<file path="src/rtl/xoodyak_result_collector.sv">
// -----------------------------------------------------------------------------
// xoodyak_result_collector
//
// Receive-side companion to the xoodyak_build core. It watches the core's
// start/opmode/finished protocol, captures the crypt/decrypt text and the
// squeeze tag, checks the tag on decrypt, and holds exactly one result for the
// host behind a valid/ready handshake. All core outputs reach the host only
// through this block.
//
// Optional feature macro: XOOD_MASK_PT_EN
//   defined   : a decrypt result whose tag check failed presents all-zero
//               res_text, so unverified plaintext never leaves the block.
//   undefined : res_text always carries the captured text; the host must gate
//               on res_auth_ok.
//
// Parameters
//   TEXT_W  width of core textout / result text
//   TAG_W   width of the authentication tag (core_textout[TAG_W-1:0])
//
// Ports
//   eph1           in   clock
//   reset          in   asynchronous active-high reset
//   core_start     in   1-cycle pulse, core operation issued
//   core_opmode    in   [3]=continue, [2:0] operation code
//   core_finished  in   1-cycle pulse, core operation complete
//   core_textout   in   core output text (valid with core_finished)
//   exp_tag        in   expected tag for decrypt, sampled on squeeze finished
//   res_valid      out  result held
//   res_ready      in   host accepts result when res_valid & res_ready
//   res_text       out  captured crypt/decrypt text
//   res_tag        out  captured squeeze tag
//   res_dec        out  1 = result came from a decrypt
//   res_auth_ok    out  decrypt: tag == exp_tag; otherwise 1
//   busy           out  state != IDLE or result held
//   err_proto      out  sticky protocol error, cleared only by reset
// -----------------------------------------------------------------------------
module xoodyak_result_collector #(
  parameter int TEXT_W = 192,
  parameter int TAG_W  = 128
) (
  input  logic              eph1,
  input  logic              reset,
  input  logic              core_start,
  input  logic [3:0]        core_opmode,
  input  logic              core_finished,
  input  logic [TEXT_W-1:0] core_textout,
  input  logic [TAG_W-1:0]  exp_tag,
  output logic              res_valid,
  input  logic              res_ready,
  output logic [TEXT_W-1:0] res_text,
  output logic [TAG_W-1:0]  res_tag,
  output logic              res_dec,
  output logic              res_auth_ok,
  output logic              busy,
  output logic              err_proto
);

  typedef enum logic [1:0] {
    ST_IDLE      = 2'd0,
    ST_WAIT_OP   = 2'd1,
    ST_HAVE_TEXT = 2'd2,
    ST_OUT       = 2'd3
  } state_t;

  localparam logic [2:0] OP_IDLE    = 3'd0;
  localparam logic [2:0] OP_CRYPT   = 3'd4;
  localparam logic [2:0] OP_DECRYPT = 3'd5;
  localparam logic [2:0] OP_SQUEEZE = 3'd6;

  // Exact full-width tag equality; no partial or arithmetic compare.
  function automatic logic tag_match(input logic [TAG_W-1:0] a,
                                     input logic [TAG_W-1:0] b);
    return (a == b);
  endfunction

  // Plaintext presented to the host for a given auth outcome.
  function automatic logic [TEXT_W-1:0] present_text(input logic [TEXT_W-1:0] text,
                                                     input logic              dec,
                                                     input logic              auth_ok);
`ifdef XOOD_MASK_PT_EN
    if (dec && !auth_ok) begin
      return {TEXT_W{1'b0}};
    end else begin
      return text;
    end
`else
    return text;
`endif
  endfunction

  // State and datapath registers
  state_t              r_state;
  logic [2:0]          r_op;
  logic [TEXT_W-1:0]   r_text;
  logic                r_dec;
  logic                r_have_text;
  logic [TAG_W-1:0]    r_tag;
  logic                r_auth_ok;
  logic                r_valid;
  logic [TEXT_W-1:0]   r_res_text;
  logic                r_res_dec;
  logic                r_busy;
  logic                r_err;

  // Next-state values
  state_t              w_state_nxt;
  logic [2:0]          w_op_nxt;
  logic [TEXT_W-1:0]   w_text_nxt;
  logic                w_dec_nxt;
  logic                w_have_text_nxt;
  logic [TAG_W-1:0]    w_tag_nxt;
  logic                w_auth_ok_nxt;
  logic                w_valid_nxt;
  logic [TEXT_W-1:0]   w_res_text_nxt;
  logic                w_res_dec_nxt;
  logic                w_err_nxt;

  logic                w_start_op;
  logic                w_handshake;
  logic                w_sq_auth;
  logic [TEXT_W-1:0]   w_sq_text;

  assign w_start_op  = core_start & (core_opmode[2:0] != OP_IDLE);
  assign w_handshake = r_valid & res_ready;

  // A squeeze with no text held produces a tag-only result: dec is 0 and the
  // text is zero, so auth_ok collapses to 1.
  assign w_sq_auth = r_dec ? tag_match(core_textout[TAG_W-1:0], exp_tag) : 1'b1;
  assign w_sq_text = r_have_text ? present_text(r_text, r_dec, w_sq_auth)
                                 : {TEXT_W{1'b0}};

  // Next-state and datapath update for the collector FSM.
  always_comb begin
    w_state_nxt     = r_state;
    w_op_nxt        = r_op;
    w_text_nxt      = r_text;
    w_dec_nxt       = r_dec;
    w_have_text_nxt = r_have_text;
    w_tag_nxt       = r_tag;
    w_auth_ok_nxt   = r_auth_ok;
    w_valid_nxt     = r_valid;
    w_res_text_nxt  = r_res_text;
    w_res_dec_nxt   = r_res_dec;
    w_err_nxt       = r_err;

    case (r_state)
      ST_IDLE, ST_HAVE_TEXT: begin
        if (core_finished) begin
          w_err_nxt = 1'b1;
        end else begin
          w_err_nxt = r_err;
        end
        // opmode 0 is a no-op and leaves the state untouched.
        if (w_start_op) begin
          w_op_nxt    = core_opmode[2:0];
          w_state_nxt = ST_WAIT_OP;
        end else begin
          w_state_nxt = r_state;
        end
      end

      ST_WAIT_OP: begin
        if (core_finished) begin
          case (r_op)
            OP_CRYPT, OP_DECRYPT: begin
              // A second text before squeeze clobbers the first; flag it.
              if (r_have_text) begin
                w_err_nxt = 1'b1;
              end else begin
                w_err_nxt = r_err;
              end
              w_text_nxt      = core_textout;
              w_dec_nxt       = (r_op == OP_DECRYPT);
              w_have_text_nxt = 1'b1;
              w_state_nxt     = ST_HAVE_TEXT;
            end
            OP_SQUEEZE: begin
              w_tag_nxt      = core_textout[TAG_W-1:0];
              w_auth_ok_nxt  = w_sq_auth;
              w_res_text_nxt = w_sq_text;
              w_res_dec_nxt  = r_dec & r_have_text;
              w_valid_nxt    = 1'b1;
              w_state_nxt    = ST_OUT;
            end
            default: begin
              w_state_nxt = r_have_text ? ST_HAVE_TEXT : ST_IDLE;
            end
          endcase
          // Finished is retired first; a same-cycle start then sees the
          // resulting state. A start landing on a fresh result is refused.
          if (core_start) begin
            if (w_state_nxt == ST_OUT) begin
              w_err_nxt = 1'b1;
            end else if (w_start_op) begin
              w_op_nxt    = core_opmode[2:0];
              w_state_nxt = ST_WAIT_OP;
            end else begin
              w_op_nxt = r_op;
            end
          end else begin
            w_op_nxt = r_op;
          end
        end else if (core_start) begin
          w_err_nxt = 1'b1;
        end else begin
          w_state_nxt = ST_WAIT_OP;
        end
      end

      ST_OUT: begin
        if (core_finished) begin
          w_err_nxt = 1'b1;
        end else begin
          w_err_nxt = r_err;
        end
        if (w_handshake) begin
          w_valid_nxt     = 1'b0;
          w_text_nxt      = {TEXT_W{1'b0}};
          w_dec_nxt       = 1'b0;
          w_have_text_nxt = 1'b0;
          w_tag_nxt       = {TAG_W{1'b0}};
          w_auth_ok_nxt   = 1'b0;
          w_res_text_nxt  = {TEXT_W{1'b0}};
          w_res_dec_nxt   = 1'b0;
          if (w_start_op) begin
            w_op_nxt    = core_opmode[2:0];
            w_state_nxt = ST_WAIT_OP;
          end else begin
            w_state_nxt = ST_IDLE;
          end
        end else if (core_start) begin
          // The held result is never overwritten.
          w_err_nxt = 1'b1;
        end else begin
          w_state_nxt = ST_OUT;
        end
      end

      default: begin
        w_state_nxt = ST_IDLE;
      end
    endcase
  end

  // Collector FSM register bank with registered host-facing outputs.
  always_ff @(posedge eph1 or posedge reset) begin
    if (reset) begin
      r_state     <= ST_IDLE;
      r_op        <= 3'd0;
      r_text      <= {TEXT_W{1'b0}};
      r_dec       <= 1'b0;
      r_have_text <= 1'b0;
      r_tag       <= {TAG_W{1'b0}};
      r_auth_ok   <= 1'b0;
      r_valid     <= 1'b0;
      r_res_text  <= {TEXT_W{1'b0}};
      r_res_dec   <= 1'b0;
      r_busy      <= 1'b0;
      r_err       <= 1'b0;
    end else begin
      r_state     <= w_state_nxt;
      r_op        <= w_op_nxt;
      r_text      <= w_text_nxt;
      r_dec       <= w_dec_nxt;
      r_have_text <= w_have_text_nxt;
      r_tag       <= w_tag_nxt;
      r_auth_ok   <= w_auth_ok_nxt;
      r_valid     <= w_valid_nxt;
      r_res_text  <= w_res_text_nxt;
      r_res_dec   <= w_res_dec_nxt;
      r_busy      <= (w_state_nxt != ST_IDLE) | w_valid_nxt;
      r_err       <= w_err_nxt;
    end
  end

  assign res_valid   = r_valid;
  assign res_text    = r_res_text;
  assign res_tag     = r_tag;
  assign res_dec     = r_res_dec;
  assign res_auth_ok = r_auth_ok;
  assign busy        = r_busy;
  assign err_proto   = r_err;

endmodule

</file>
<file path="config.mk">
export PLATFORM = sky130hd
export DESIGN_NAME = xoodyak_result_collector
export DESIGN_NICKNAME = d
export VERILOG_FILES = /design/src/rtl/xoodyak_result_collector.sv
export SDC_FILE = /design/constraint.sdc
export NUM_CORES = 1
export LEC_CHECK = 0
export ABC_AREA = 1
export CAP_MARGIN = 10
export CORE_AREA = 5 5 248 250
export DETAILED_ROUTE_END_ITERATION = 7
export DIE_AREA = 0 0 253 255
export PLACE_DENSITY = 0.65
export RECOVER_POWER = 25
export SLEW_MARGIN = 20
export SYNTH_ARGS = -nofsm -noshare
export SYNTH_HDL_FRONTEND = slang
export SYNTH_SLANG_ARGS = --single-unit
</file>
<file path="constraint.sdc">
create_clock -name eph1 -period 36.7 [get_ports eph1]
set_input_delay 9.175 -clock eph1 [delete_from_list [all_inputs] [get_ports eph1]]
set_output_delay 9.175 -clock eph1 [all_outputs]
set_load 0.03 [all_outputs]
</file>
==> impl_metrics.py <==
metrics = {
    "floorplanning": {
        "fp.dieW_um": 253,
        "start_util": 0.369,
        "die-area_sq_um": 64500,
        "ioPinCount": 654,
        "row_count": 89,
        "core_sq_um": 58800,
        "die_h_um": 255,
    },
    "worst_setup_path": {
        "critPathCaptureType": "register",
        "cp_cell_sequence": "dlygate4sd3_1, nand2_1, nand2_1, o21ai_0, nor2_4, clkinvlp_2, clkbuf_1, buf_16, o31ai_1",
        "max_stage_delay_ps": 3530,
        "ff2ff_path_depth": 9,
        "cp_max_fo": 157,
        "cp_common_cell": "nand2_1",
        "slowest_stage": "clkinvlp_2",
        "required_ps": 37180,
        "criticalPathCategory": "input port to register",
        "start_kind": "input port",
        "crit_cells": 9,
        "crit_path_end": "res_tag[49]",
        "r2r-end": "res_tag[49]",
        "crit_start": "res_ready",
        "critPathBufInv": 4,
        "rrSetupSlack_ps": 27250,
        "cpLargestDelayFamily": "buffers and inverters",
        "cp_data_arrival_time_ps": 17420,
        "r2r-start": "r_state[0]",
    },
    "sta": {
        "final.min_clock_period_ps": 16940,
        "period_share": 0.462,
        "relSlewSlack": -2.85,
        "drv_slew": 442,
        "rsz0062_at_grt": "false",
        "fmax_mhz": 59.0,
        "clock_skew_ps": 14.0,
        "fin_setup_tns_ps": 0,
        "fin_hold_ws_ps": 475,
        "finalHoldViolCount": 0,
        "tightest_slew_ps": 5750,
        "finalSetupViolations": 0,
        "worst_slack_ps": 19760,
    },
    "final_layout": {
        "fin_cells": 3773,
        "drive_above_1_share": 0.0374,
        "design_area_sq_um": 30500,
        "finalNetCount": 3282,
        "area_growth_pct": 40.8,
        "post-route-util": 0.519,
        "fillers": 5394,
    },
    "clock_network": {
        "hold_buffers": 0,
        "numCtsBuffers": 56,
        "root_buffer": "clkbuf_16",
        "clk_pin_slew_ps": 60,
        "post_cts_buffers": 0,
        "ctsLongestPathBuffers": 3,
        "htree_levels": 2,
        "tritoncts": "yes",
        "cts_sinks": 524,
        "cts_resized": 0,
        "insertion_delay_ps": 580,
    },
    "synth": {
        "synth_area_sq_um": 21700,
        "syn_avg_cell_area_sq_um": 9.15,
        "synth_top_family_by_area": "simple AND/OR/NAND/NOR gates",
        "synth-simple-area-share": 0.181,
        "ys_warn_count": 0,
        "ys_types": 24,
        "synthXorXnorAreaFrac": 0.0460,
        "syn_inst": 2371,
        "synth_mux_area_frac": 0.000519,
        "ys_seq_area_frac": 0.604,
        "synth_fa_ha_area_frac": 0,
        "synth_compound_area_frac": 0.0976,
        "synth_nets": 2700,
        "ys_seq_elements": 524,
    },
    "placed_design": {
        "io_buffers": 652,
        "hpwl_mm": 50.5,
        "dp.cells": 3667,
        "place_congestion": 0.912,
        "post-place-ws_ps": 23330,
        "dpl_cell_area_sq_um": 28700,
    },
    "power_and_ir_drop": {
        "p_leak_nw": 13.8,
        "p_total_mw": 2.69,
        "vdd_drop_max_mv": 0.0743,
        "power.density_nw_per_um2": 88.0,
    },
    "global_routing": {
        "grt_usage": 0.214,
        "grt_overflow": 0,
        "grt_pass1_vias": 18600,
        "grt_max_degree": 216,
        "antenna_found_initial": 4,
        "grt_pass1_wl_mm": 110,
    },
    "status": {
        "violations": "max-capacitance violations, max-slew violations",
        "outcome": "finished, violations left",
    },
    "route": {
        "via_count": 18400,
        "ant_nets": 0,
        "wirelength_mm": 72.6,
        "drt_iter0_drc": 1282,
        "drt-wirelength-per-cell_um": 19.2,
        "vias_per_cell": 4.89,
        "remaining_drc_errors": 0,
        "drt-pass1-iter-count": 6,
    },
    "hold_path": {
        "hp-class": "register to register",
    },
    "flow_run": {
        "max_cap_viol_count": 5,
    },
}
[flip-flops by register name, summed over array words and instances (netlist names)]
name,count
r_text,192
res_text,192
res_tag,128
r_op,3
r_state,2
busy,1
err_proto,1
r_dec,1
r_have_text,1
res_auth_ok,1
res_dec,1
res_valid,1
[layer usage]
layer  GRT usage  wire length (um)  vias to the layer above
li1            -                 -                     8759
met1       0.270             28600                     9003
met2       0.367             36600                      554
met4      0.0696              2460                        2
met3      0.0511              4910                      130
met5           0                 7                        -
[cells in the mapped netlist]
| cell | count | share of area |
|---|---|---|
| o21ai_0 | 373 | 0.086 |
| a211o_1 | 1 | 0.00040 |
| nor2_4 | 1 | 0.00052 |
| nor2_2 | 1 | 0.00029 |
| nor2_1 | 48 | 0.0083 |
| inv_2 | 3 | 0.00052 |
| buf_2 | 58 | 0.013 |
| a21oi_1 | 2 | 0.00046 |
| o21ai_2 | 1 | 0.00040 |
| a41oi_1 | 1 | 0.00040 |
| o22ai_1 | 1 | 0.00029 |
| nand2_1 | 581 | 0.10 |
| o31ai_1 | 15 | 0.0052 |
| or3_1 | 1 | 0.00029 |
| nor3_2 | 1 | 0.00046 |
| buf_4 | 7 | 0.0024 |
| o21ai_1 | 19 | 0.0044 |
| xnor2_1 | 114 | 0.046 |
| inv_1 | 228 | 0.039 |
| dfrtp_1 | 524 | 0.60 |
| buf_1 | 4 | 0.00069 |
| nand3_1 | 308 | 0.071 |
| clkbuf_1 | 78 | 0.013 |
| mux2_2 | 1 | 0.00052 |
[area by class of cell]
type | count | area (sq um) | share of cell area
flip-flops and latches | 524 | 13100 | 0.429
multi-input cells | 1469 | 7080 | 0.232
repair buffers | 671 | 6680 | 0.219
clock buffers | 91 | 1730 | 0.0568
well taps | 773 | 967 | 0.0317
inverters | 231 | 870 | 0.0285
clock inverters | 11 | 82.6 | 0.00270
diodes | 3 | 7.51 | 0.000246
[how the worst min path moves through the flow]
stage	cells past startpoint	endpoint	startpoint	slack (ps)
finish	2	res_tag[124]	res_tag[124]	470
floorplan	2	res_text[100]	r_text[100]	480
global route	2	res_tag[63]	res_tag[63]	500
detailed placement	2	res_tag[124]	res_tag[124]	470
global placement	2	res_tag[34]	res_tag[34]	460
CTS	2	res_tag[124]	res_tag[124]	480
[where the power goes]
| part | internal [mW] | switching (mW) | leakage [nW] |
|---|---|---|---|
| Sequential | 0.811 | 0.0975 | 6.85 |
| Combinational | 0.403 | 0.821 | 6.09 |
| Clock | 0.327 | 0.229 | 0.900 |
[tightest hold or removal path, cell delays in order, from the launching register on]
cell and delay, ps:
dfrtp_1 330, nand2_1 50, nand2_1 60
[placed cells by master (no fill, tap or decap)]
cell / instances
clkdlybuf4s50_1: 573
nand2_4: 2
nor3_2: 1
o21ai_0: 374
nor2_4: 2
clkbuf_8: 18
buf_4: 14
a41oi_1: 1
clkinvlp_2: 2
nand3_1: 308
clkinvlp_4: 1
o22ai_1: 1
a21oi_1: 2
clkbuf_16: 57
bufinv_16: 1
nand2_1: 579
dlygate4sd3_1: 79
diode_2: 3
clkbuf_1: 19
inv_2: 2
xnor2_1: 114
nor2_1: 48
o21ai_1: 19
mux2_2: 1
buf_6: 1
dfrtp_1: 524
or3_1: 1
inv_1: 227
buf_16: 1
clkinv_2: 9
o31ai_1: 15
a211o_1: 1
[kinds of logic (layout without fill, tap and decap cells)]
family | after synthesis | count (layout)
xor gates and xnor gates | 114 | 114
muxes | 1 | 1
DFF | 524 | 524
AOI/OAI and AO/OA | 413 | 413
and+or+nand+nor | 941 | 941
other | 0 | 3
buffers and inverters | 378 | 1004
Note: power is estimated with default switching activity, not from simulation.
